<file path="config.mk">
export PLATFORM = sky130hd
export DESIGN_NAME = msrh_lrq_core_flat
export DESIGN_NICKNAME = d
export VERILOG_FILES = /design/src/rtl/msrh_lrq_core_if.sv /design/src/rtl/msrh_lrq_core.sv /design/src/flat_wrapper.sv
export SDC_FILE = /design/constraint.sdc
export NUM_CORES = 1
export LEC_CHECK = 0
export ABC_AREA = 1
export CAP_MARGIN = 40
export CORE_MARGIN = 2
export CORE_UTILIZATION = 30
export CTS_BUF_LIST = sky130_fd_sc_hd__clkbuf_4 sky130_fd_sc_hd__clkbuf_8 sky130_fd_sc_hd__clkbuf_16
export DETAILED_ROUTE_END_ITERATION = 8
export GPL_TIMING_DRIVEN = 0
export PLACE_DENSITY = 0.52
export SYNTH_ARGS = -nofsm -noshare
export SYNTH_HDL_FRONTEND = slang
export SYNTH_SLANG_ARGS = --single-unit
</file>
<file path="constraint.sdc">
create_clock -name i_clk -period 13.5 [get_ports i_clk]
set_input_delay 1.35 -clock i_clk [delete_from_list [all_inputs] [get_ports i_clk]]
set_output_delay 1.35 -clock i_clk [all_outputs]
set_load 0.1 [all_outputs]
</file>
<file path="src/rtl/msrh_lrq_core_if.sv">
// rtl/msrh_lrq_core_if.sv - miss request, L2 refill and resolve signal bundle for the load refill queue
interface msrh_lrq_core_if #(
  parameter int LRQ_SIZE   = 4,
  parameter int PADDR_W    = 40,
  parameter int LINE_OFS_W = 6
);
  localparam int TAG_W  = $clog2(LRQ_SIZE);
  localparam int LINE_W = PADDR_W - LINE_OFS_W;

  logic                i_req_valid;
  logic [PADDR_W-1:0]  i_req_paddr;
  logic                o_resp_valid;
  logic [1:0]          o_resp_typ;
  logic [LRQ_SIZE-1:0] o_resp_index_oh;

  logic                o_l2_req_valid;
  logic [TAG_W-1:0]    o_l2_req_tag;
  logic [LINE_W-1:0]   o_l2_req_line;
  logic                i_l2_req_ready;

  logic                i_l2_resp_valid;
  logic [TAG_W-1:0]    i_l2_resp_tag;

  logic                o_resolve_valid;
  logic [LRQ_SIZE-1:0] o_resolve_index_oh;
  logic                o_full;

  // Requester / L2 side: drives the i_* signals, observes the o_* signals.
  modport master (
    output i_req_valid, i_req_paddr, i_l2_req_ready, i_l2_resp_valid, i_l2_resp_tag,
    input  o_resp_valid, o_resp_typ, o_resp_index_oh, o_l2_req_valid, o_l2_req_tag,
           o_l2_req_line, o_resolve_valid, o_resolve_index_oh, o_full
  );

  // Queue side.
  modport slave (
    input  i_req_valid, i_req_paddr, i_l2_req_ready, i_l2_resp_valid, i_l2_resp_tag,
    output o_resp_valid, o_resp_typ, o_resp_index_oh, o_l2_req_valid, o_l2_req_tag,
           o_l2_req_line, o_resolve_valid, o_resolve_index_oh, o_full
  );
endinterface

</file>
<file path="src/rtl/msrh_lrq_core.sv">
// rtl/msrh_lrq_core.sv - load refill queue: miss merge, L2 refill request and resolve broadcast
module msrh_lrq_core #(
  parameter int LRQ_SIZE   = 4,
  parameter int PADDR_W    = 40,
  parameter int LINE_OFS_W = 6
) (
  input logic              i_clk,
  input logic              i_reset,
  msrh_lrq_core_if.slave   lrq
);
  localparam int TAG_W  = $clog2(LRQ_SIZE);
  localparam int LINE_W = PADDR_W - LINE_OFS_W;

  typedef enum logic [1:0] {
    ST_FREE      = 2'd0,
    ST_WAIT_REQ  = 2'd1,
    ST_WAIT_RESP = 2'd2,
    ST_RESOLVE   = 2'd3
  } entry_state_e;

  entry_state_e        state_q [LRQ_SIZE];
  entry_state_e        state_d [LRQ_SIZE];
  logic [LINE_W-1:0]   line_q  [LRQ_SIZE];

  logic [LINE_W-1:0]   req_line;
  logic [LRQ_SIZE-1:0] hit;
  logic [LRQ_SIZE-1:0] free_vec;
  logic [LRQ_SIZE-1:0] free_oh;
  logic [LRQ_SIZE-1:0] alloc_oh;
  logic [LRQ_SIZE-1:0] resolve_vec;
  logic                wr_any;
  logic [TAG_W-1:0]    wr_idx;
  logic                lock_q;
  logic [TAG_W-1:0]    lock_idx_q;
  logic                l2_valid;
  logic [TAG_W-1:0]    l2_idx;
  logic                l2_hs;
  logic                full;
  logic                unused_ofs;

  assign req_line   = lrq.i_req_paddr[PADDR_W-1:LINE_OFS_W];
  assign unused_ofs = ^lrq.i_req_paddr[LINE_OFS_W-1:0];

  // Per-entry classification: line hit, free slots, resolving slot, lowest WAIT_REQ entry.
  always_comb begin
    hit         = '0;
    free_vec    = '0;
    resolve_vec = '0;
    wr_any      = 1'b0;
    wr_idx      = '0;
    for (int i = 0; i < LRQ_SIZE; i++) begin
      free_vec[i]    = (state_q[i] == ST_FREE);
      hit[i]         = (state_q[i] != ST_FREE) && (line_q[i] == req_line);
      resolve_vec[i] = (state_q[i] == ST_RESOLVE);
    end
    for (int i = LRQ_SIZE - 1; i >= 0; i--) begin
      if (state_q[i] == ST_WAIT_REQ) begin
        wr_any = 1'b1;
        wr_idx = TAG_W'(i);
      end
    end
  end

  // Lowest FREE entry; an entry leaving RESOLVE is not FREE yet, so it cannot be reused this cycle.
  assign free_oh  = free_vec & (~free_vec + LRQ_SIZE'(1));
  assign full     = (free_vec == '0);
  assign alloc_oh = (lrq.i_req_valid && (hit == '0) && !full) ? free_oh : '0;

  // Miss response classification.
  always_comb begin
    lrq.o_resp_typ      = 2'b00;
    lrq.o_resp_index_oh = '0;
    if (lrq.i_req_valid) begin
      if (hit != '0) begin
        lrq.o_resp_typ      = 2'b01;
        lrq.o_resp_index_oh = hit;
      end else if (full) begin
        lrq.o_resp_typ = 2'b10;
      end
    end
  end

  // A stalled L2 request is pinned so a later, lower-index allocation cannot swap it out.
  assign l2_valid = lock_q | wr_any;
  assign l2_idx   = lock_q ? lock_idx_q : wr_idx;
  assign l2_hs    = l2_valid & lrq.i_l2_req_ready;

  assign lrq.o_resp_valid       = lrq.i_req_valid;
  assign lrq.o_l2_req_valid     = l2_valid;
  assign lrq.o_l2_req_tag       = l2_idx;
  assign lrq.o_l2_req_line      = line_q[l2_idx];
  assign lrq.o_resolve_valid    = (resolve_vec != '0);
  assign lrq.o_resolve_index_oh = resolve_vec;
  assign lrq.o_full             = full;

  // Per-entry lifecycle: FREE -> WAIT_REQ -> WAIT_RESP -> RESOLVE -> FREE.
  always_comb begin
    for (int i = 0; i < LRQ_SIZE; i++) begin
      state_d[i] = state_q[i];
      case (state_q[i])
        ST_FREE:      if (alloc_oh[i]) state_d[i] = ST_WAIT_REQ;
        ST_WAIT_REQ:  if (l2_hs && (l2_idx == TAG_W'(i))) state_d[i] = ST_WAIT_RESP;
        ST_WAIT_RESP: if (lrq.i_l2_resp_valid && (lrq.i_l2_resp_tag == TAG_W'(i))) state_d[i] = ST_RESOLVE;
        default:      state_d[i] = ST_FREE;
      endcase
    end
  end

  // Entry state, line capture on allocation, and L2 request pinning.
  always_ff @(posedge i_clk) begin
    if (i_reset) begin
      for (int i = 0; i < LRQ_SIZE; i++) begin
        state_q[i] <= ST_FREE;
        line_q[i]  <= '0;
      end
      lock_q     <= 1'b0;
      lock_idx_q <= '0;
    end else begin
      for (int i = 0; i < LRQ_SIZE; i++) begin
        state_q[i] <= state_d[i];
        if (alloc_oh[i]) line_q[i] <= req_line;
      end
      lock_q     <= l2_valid & ~lrq.i_l2_req_ready;
      lock_idx_q <= l2_idx;
    end
  end
endmodule

</file>
<file path="src/flat_wrapper.sv">
// flat-port wrapper written by rule: the top's interface ports become plain ports
module msrh_lrq_core_flat 
#(
  parameter int LRQ_SIZE   = 4,
  parameter int PADDR_W    = 40,
  parameter int LINE_OFS_W = 6
)
  (i_clk, i_reset, lrq_i_req_valid, lrq_i_req_paddr, lrq_i_l2_req_ready, lrq_i_l2_resp_valid, lrq_i_l2_resp_tag, lrq_o_resp_valid, lrq_o_resp_typ, lrq_o_resp_index_oh, lrq_o_l2_req_valid, lrq_o_l2_req_tag, lrq_o_l2_req_line, lrq_o_resolve_valid, lrq_o_resolve_index_oh, lrq_o_full);
  msrh_lrq_core_if #(.LRQ_SIZE(LRQ_SIZE), .PADDR_W(PADDR_W), .LINE_OFS_W(LINE_OFS_W)) lrq_i ();
  input logic i_clk;
  input logic i_reset;
  input wire logic [$bits(lrq_i.i_req_valid)-1:0] lrq_i_req_valid;
  input wire logic [$bits(lrq_i.i_req_paddr)-1:0] lrq_i_req_paddr;
  input wire logic [$bits(lrq_i.i_l2_req_ready)-1:0] lrq_i_l2_req_ready;
  input wire logic [$bits(lrq_i.i_l2_resp_valid)-1:0] lrq_i_l2_resp_valid;
  input wire logic [$bits(lrq_i.i_l2_resp_tag)-1:0] lrq_i_l2_resp_tag;
  output wire logic [$bits(lrq_i.o_resp_valid)-1:0] lrq_o_resp_valid;
  output wire logic [$bits(lrq_i.o_resp_typ)-1:0] lrq_o_resp_typ;
  output wire logic [$bits(lrq_i.o_resp_index_oh)-1:0] lrq_o_resp_index_oh;
  output wire logic [$bits(lrq_i.o_l2_req_valid)-1:0] lrq_o_l2_req_valid;
  output wire logic [$bits(lrq_i.o_l2_req_tag)-1:0] lrq_o_l2_req_tag;
  output wire logic [$bits(lrq_i.o_l2_req_line)-1:0] lrq_o_l2_req_line;
  output wire logic [$bits(lrq_i.o_resolve_valid)-1:0] lrq_o_resolve_valid;
  output wire logic [$bits(lrq_i.o_resolve_index_oh)-1:0] lrq_o_resolve_index_oh;
  output wire logic [$bits(lrq_i.o_full)-1:0] lrq_o_full;
  assign lrq_i.i_req_valid = lrq_i_req_valid;
  assign lrq_i.i_req_paddr = lrq_i_req_paddr;
  assign lrq_i.i_l2_req_ready = lrq_i_l2_req_ready;
  assign lrq_i.i_l2_resp_valid = lrq_i_l2_resp_valid;
  assign lrq_i.i_l2_resp_tag = lrq_i_l2_resp_tag;
  assign lrq_o_resp_valid = lrq_i.o_resp_valid;
  assign lrq_o_resp_typ = lrq_i.o_resp_typ;
  assign lrq_o_resp_index_oh = lrq_i.o_resp_index_oh;
  assign lrq_o_l2_req_valid = lrq_i.o_l2_req_valid;
  assign lrq_o_l2_req_tag = lrq_i.o_l2_req_tag;
  assign lrq_o_l2_req_line = lrq_i.o_l2_req_line;
  assign lrq_o_resolve_valid = lrq_i.o_resolve_valid;
  assign lrq_o_resolve_index_oh = lrq_i.o_resolve_index_oh;
  assign lrq_o_full = lrq_i.o_full;
  msrh_lrq_core #(.LRQ_SIZE(LRQ_SIZE), .PADDR_W(PADDR_W), .LINE_OFS_W(LINE_OFS_W)) u_core (.i_clk(i_clk), .i_reset(i_reset), .lrq(lrq_i));
endmodule
</file>
==> After elaboration in Yosys (flattened, before gate mapping) <==
Memory sizes are Yosys's and may differ from the RTL's.
Cells that the tools add are included.
{ "op_classes": {"n_addsub": 1, "n_mul": 0, "div_mod_pow": 0, "order_cmp": 0, "eq_ne": 22, "n_shift": 0, "muxes": 54, "bitwise": 14, "n_reduce_logical": 29} }
{ "op_table": {"columns": ["operator", "n"], "rows": [
  ["$eq 34x34->1", 4],
  ["$mux 34", 4],
  ["$mux 2", 24],
  ["$eq 2x2->1 const B", 12],
  ["$pmux 2 s3", 4],
  ["$mux 1", 19],
  ["$logic_and 1x1->1", 14],
  ["$eq 2x1->1 const B", 6],
  ["$logic_not 2->1", 6],
  ["$mux 4", 3],
  ["$or 1x1->1", 9],
  ["$logic_not 4->1", 2],
  ["$reduce_bool 2->1", 4],
  ["$reduce_bool 4->1", 2],
  ["$add 4x1->4 const B", 1],
  ["$and 4x4->4", 1],
  ["$not 4->4", 1],
  ["$and 1x1->1", 2],
  ["$logic_not 1->1", 1],
  ["$not 1->1", 1]
]} }
{ "word_totals": {"reg_bits": 3, "latchBits": 0, "mem_bits_rw": 144, "rom_bits": 0, "in_bits": 47, "n_memories": 2} }
{ "mem_list": {"columns": ["memory", "depth", "word_bits", "read_ports", "rd_clocked_by_memory_dff", "write_ports", "line_no", "text"], "rows": [
  ["u_core.line_q", 4, 34, 5, 0, 4, "msrh_lrq_core.sv:23", "logic [LINE_W-1:0] line_q [LRQ_SIZE];"],
  ["u_core.state_q", 4, 2, 4, 0, 4, "msrh_lrq_core.sv:21", "entry_state_e state_q [LRQ_SIZE];"]
]} }

==> Logic depth before layout (Yosys ltp) <==
{ "logic_depth": {"ltp_word": 11, "depth_mapped": 16} }

==> Worst setup path after synthesis <==
OpenSTA, ideal clock, no wires.
{ "synth_path": {"path_kind": "flip-flop to output port", "startpoint": "memory u_core.state_q[2][1] (netlist bit)", "endpoint": "output lrq_o_l2_req_line[11]", "arrival_ns": 4.099, "setup_slack_ns": 8.051, "stages_incl_launch_ff": 9, "cell_sequence": "dfxtp_1 -> inv_1 -> ha_1 -> o21ai_1 -> nand3_1 -> o21ai_1 -> nand2_1 -> clkbuf_1 -> o221ai_1"} }
{ "synth_rtl": {"columns": ["item", "line_no", "text"], "rows": [
  ["from (decl)", "msrh_lrq_core.sv:21", null],
  ["to (decl)", "flat_wrapper.sv:22", "output wire logic [$bits(lrq_i.o_l2_req_line)-1:0] lrq_o_l2_req_line;"]
]} }

==> results.tsv <==
stage	metric	value	unit
logic_synthesis	synth_top_cell_area_share	45.35	%
timing	hold_viol	0	
critical_path	crit_slowest_cell	clkbuf_1	
logic_synthesis	synth_async_sr_flop_share	0	%
detailed_routing	drtAntennaViolNets	0	
detailed_routing	wl_per_cell	17.96	µm
logic_synthesis	synth.area.top_cells	edfxtp_1 45%, nand2_1 12%, inv_1 6.0%	
cts	htree_levels	4	
run	max_cap_violations	0	
worst_hold_path	min_path_type	reg -> reg	
pwr	p_seq_share	20.8	%
cts	clockBufferDepth	2	
logic_synthesis	ys_ff_latch	147	
cts	ctsHoldBuffers	0	
logic_synthesis	yosys.area.top_type	edfxtp_1	
detailed_routing	vias	7886	
logic_synthesis	synth-edff-count	136	
die	initial_core_util	30.39	%
cells_and_area	final_layout_size_suffix_gt1_share	14.77	%
detailed_routing	dr.pass1.iters	6	
logic_synthesis	ys_warn_count	0	
critical_path	critPathMaxStageDelay	680	ps
cells_and_area	nets	1313	
critical_path	arrival	4060	ps
critical_path	end_kind	output port	
pwr	power_density	264.7	nW/µm²
cells_and_area	final_area	11800	µm²
logic_synthesis	yosysMostFrequentCell	nand2_1	
timing	max_freq	0.1850	GHz
global_route	grt_pass1_vias	7800	
detailed_routing	drt_iter0_markers	746	
critical_path	start_kind	register	
critical_path	worst_ep_required_time	12150	ps
timing	skew	14.77	ps
logic_synthesis	synthesis.nets	1159	
placement	portBuffers	80	
pwr	p_leak	4.969	nW
global_route	grt_pass1_wl	45.06	mm
die	die_y	177.3	µm
detailed_routing	via_per_inst	4.782	
pwr	comb_power_share	62.6	%
logic_synthesis	seq_area_frac_synth	47.79	%
timing	fin_tns_setup	0	ps
critical_path	crit_top_cell	o21ai_1	
critical_path	path_cells	inv_1 -> ha_1 -> o21ai_1 -> nand3_1 -> o21ai_1 -> inv_2 -> nand2_1 -> clkbuf_1 -> o221ai_1 -> clkdlybuf4s50_1 -> buf_8	
cells_and_area	area_delta_synth_final	30.97	%
logic_synthesis	syn_area_per_cell	8.247	µm²
status	outcome	completed	
detailed_routing	drcViolationCount	0	
cts	cts_made_buffers	17	
die	rows	63	
cts	ctsResizeCount	0	
timing	grt_setup_unrepaired	no	
global_route	grt_usage	19.37	%
logic_synthesis	ys_top_cells_by_count	279 x nand2_1, 145 x inv_1, 141 x nor2_1, 136 x edfxtp_1, 49 x nand3_1	
timing	fin_crit	5407	ps
cts	insertion_delay	430	ps
placement	hpwl	21.10	mm
pwr	intPower	1.518	mW
timing	setup_viol	0	
timing	finalMaxSlewViolations	0	
cts	cts_tree	yes	
critical_path	crit_fanout	10	
pwr	peakVddDrop	0.2614	mV
detailed_routing	routed_wl	29.61	mm
critical_path	rrSetupSlack	10490	ps
cells_and_area	antenna_cells	0	
die	coreArea	29640	µm²
timing	relSlewSlack	41.06	%
cells_and_area	fillers	2990	
global_route	gr-total-overflow	0	
cts	cts.clk_slew.worst_paths	60	ps
cts	cts.sinks	147	
cts	cts_setup_buffers	0	
logic_synthesis	synth.cell_area	9006	µm²
pwr	netSwitchingFraction	51.39	%
placement	place_area	11160	µm²
cts	cts_root_buf	clkbuf_16	
logic_synthesis	synth_cells	1092	
die	die_w	177.3	µm
die	die_area	31420	µm²
critical_path	critPathKind	reg -> out	
pwr	p_sw	1.605	mW
pwr	clock_power_share	16.7	%
logic_synthesis	netlist-cell-type-count	36	
timing	fin_crit_sh	40.05	%
global_route	antenna_found_initial	0	
placement	place.gp.congestion	0.8294	
global_route	grt_max_degree	28	
die	ios	97	
timing	worstMarginPinSlew	884.1	ps
logic_synthesis	synth_ff_type	edfxtp_1	
## power by group through the flow
stage	logic, mW	registers [mW]	clock network [mW]
floorplan	1.18	0.645	0
global placement	1.62	0.662	0
detailed placement	1.95	0.658	0
CTS	1.96	0.648	0.524
global route	2.04	0.659	0.544
finish	1.95	0.649	0.520
## layout by cell type (no fill, tap or decap), drive strengths merged, types with 14 or more instances in the layout
cell type	netlist	final
a21oi	14	14
a22oi	36	36
buf	23	78
clkbuf	18	35
clkdlybuf4s50	0	80
edfxtp	136	136
ha	20	20
inv	170	177
nand2	280	280
nand3	56	56
nor2	178	178
nor3	35	35
o21ai	23	23
o221ai	18	18
xnor2	36	36
## logic make-up after synthesis
kind of cell	Yosys count	share of synthesized area, %
fa+ha+maj	20	2.779
buf+inv	211	9.836
simple gates	562	27.08
xor+xnor	47	4.571
flops	147	47.79
compound gates	105	7.947
## state kept, by name (all words and copies together) (netlist names)
| register | flops |
|---|---|
| u_core.lock_idx_q | 2 |
| u_core.state_q | 8 |
| u_core.lock_q | 1 |
| u_core.line_q | 136 |
## final timing paths
check / from / cells after the start / end
max: u_core.state_q[2][1] / 11 / lrq_o_l2_req_line[31]
min: u_core.state_q[0][0] / 2 / u_core.state_q[0][0]
max reg2reg: u_core.state_q[2][0] / 14 / u_core.line_q[1][18]
min reg2reg: u_core.state_q[0][0] / 2 / u_core.state_q[0][0]
## cell type report
type / count / area, µm² / share of cell area (%)
Buffer: 41 / 245.2 / 2.079
Clock buffer: 17 / 425.4 / 3.607
Clock inverter: 15 / 214.0 / 1.814
Inverter: 170 / 640.6 / 5.431
Multi-Input combinational cell: 734 / 3835 / 32.51
Sequential cell: 147 / 4304 / 36.49
Tap cell: 390 / 488.0 / 4.137
Timing Repair Buffer: 135 / 1643 / 13.93
## critical path: cells and delay by family, from the launching register on
family | cells | cell delay [ps]
adders and majority gates | 1 | 230
DFF | 1 | 400
AOI/OAI and AO/OA | 3 | 640
buffers and inverters | 5 | 1720
and+or+nand+nor | 2 | 640
## stage by stage
stage	hold WS, ps	worst slack (ps)	util [%]	instances	total power [mW]
after floorplan	487.0	8051	-	1092	1.822
after global placement	517.9	5075	34.73	1562	2.278
after detailed placement	529.3	8212	37.64	1617	2.607
after CTS	539.5	8165	39.80	1649	3.127
after global routing	569.2	7936	39.80	1649	3.245
final	545.5	8093	39.80	1649	3.123
## layer usage
metal | track usage [%] | vias to the layer above | share of wire (%)
li1 | - | 3859 | -
met1 | 25.94 | 3759 | 44
met2 | 32.59 | 240 | 48
met5 | 0 | - | 0
met4 | 5.020 | 0 | 1.5
met3 | 3.028 | 28 | 6.1
Note: power is estimated with default switching activity, not from simulation.
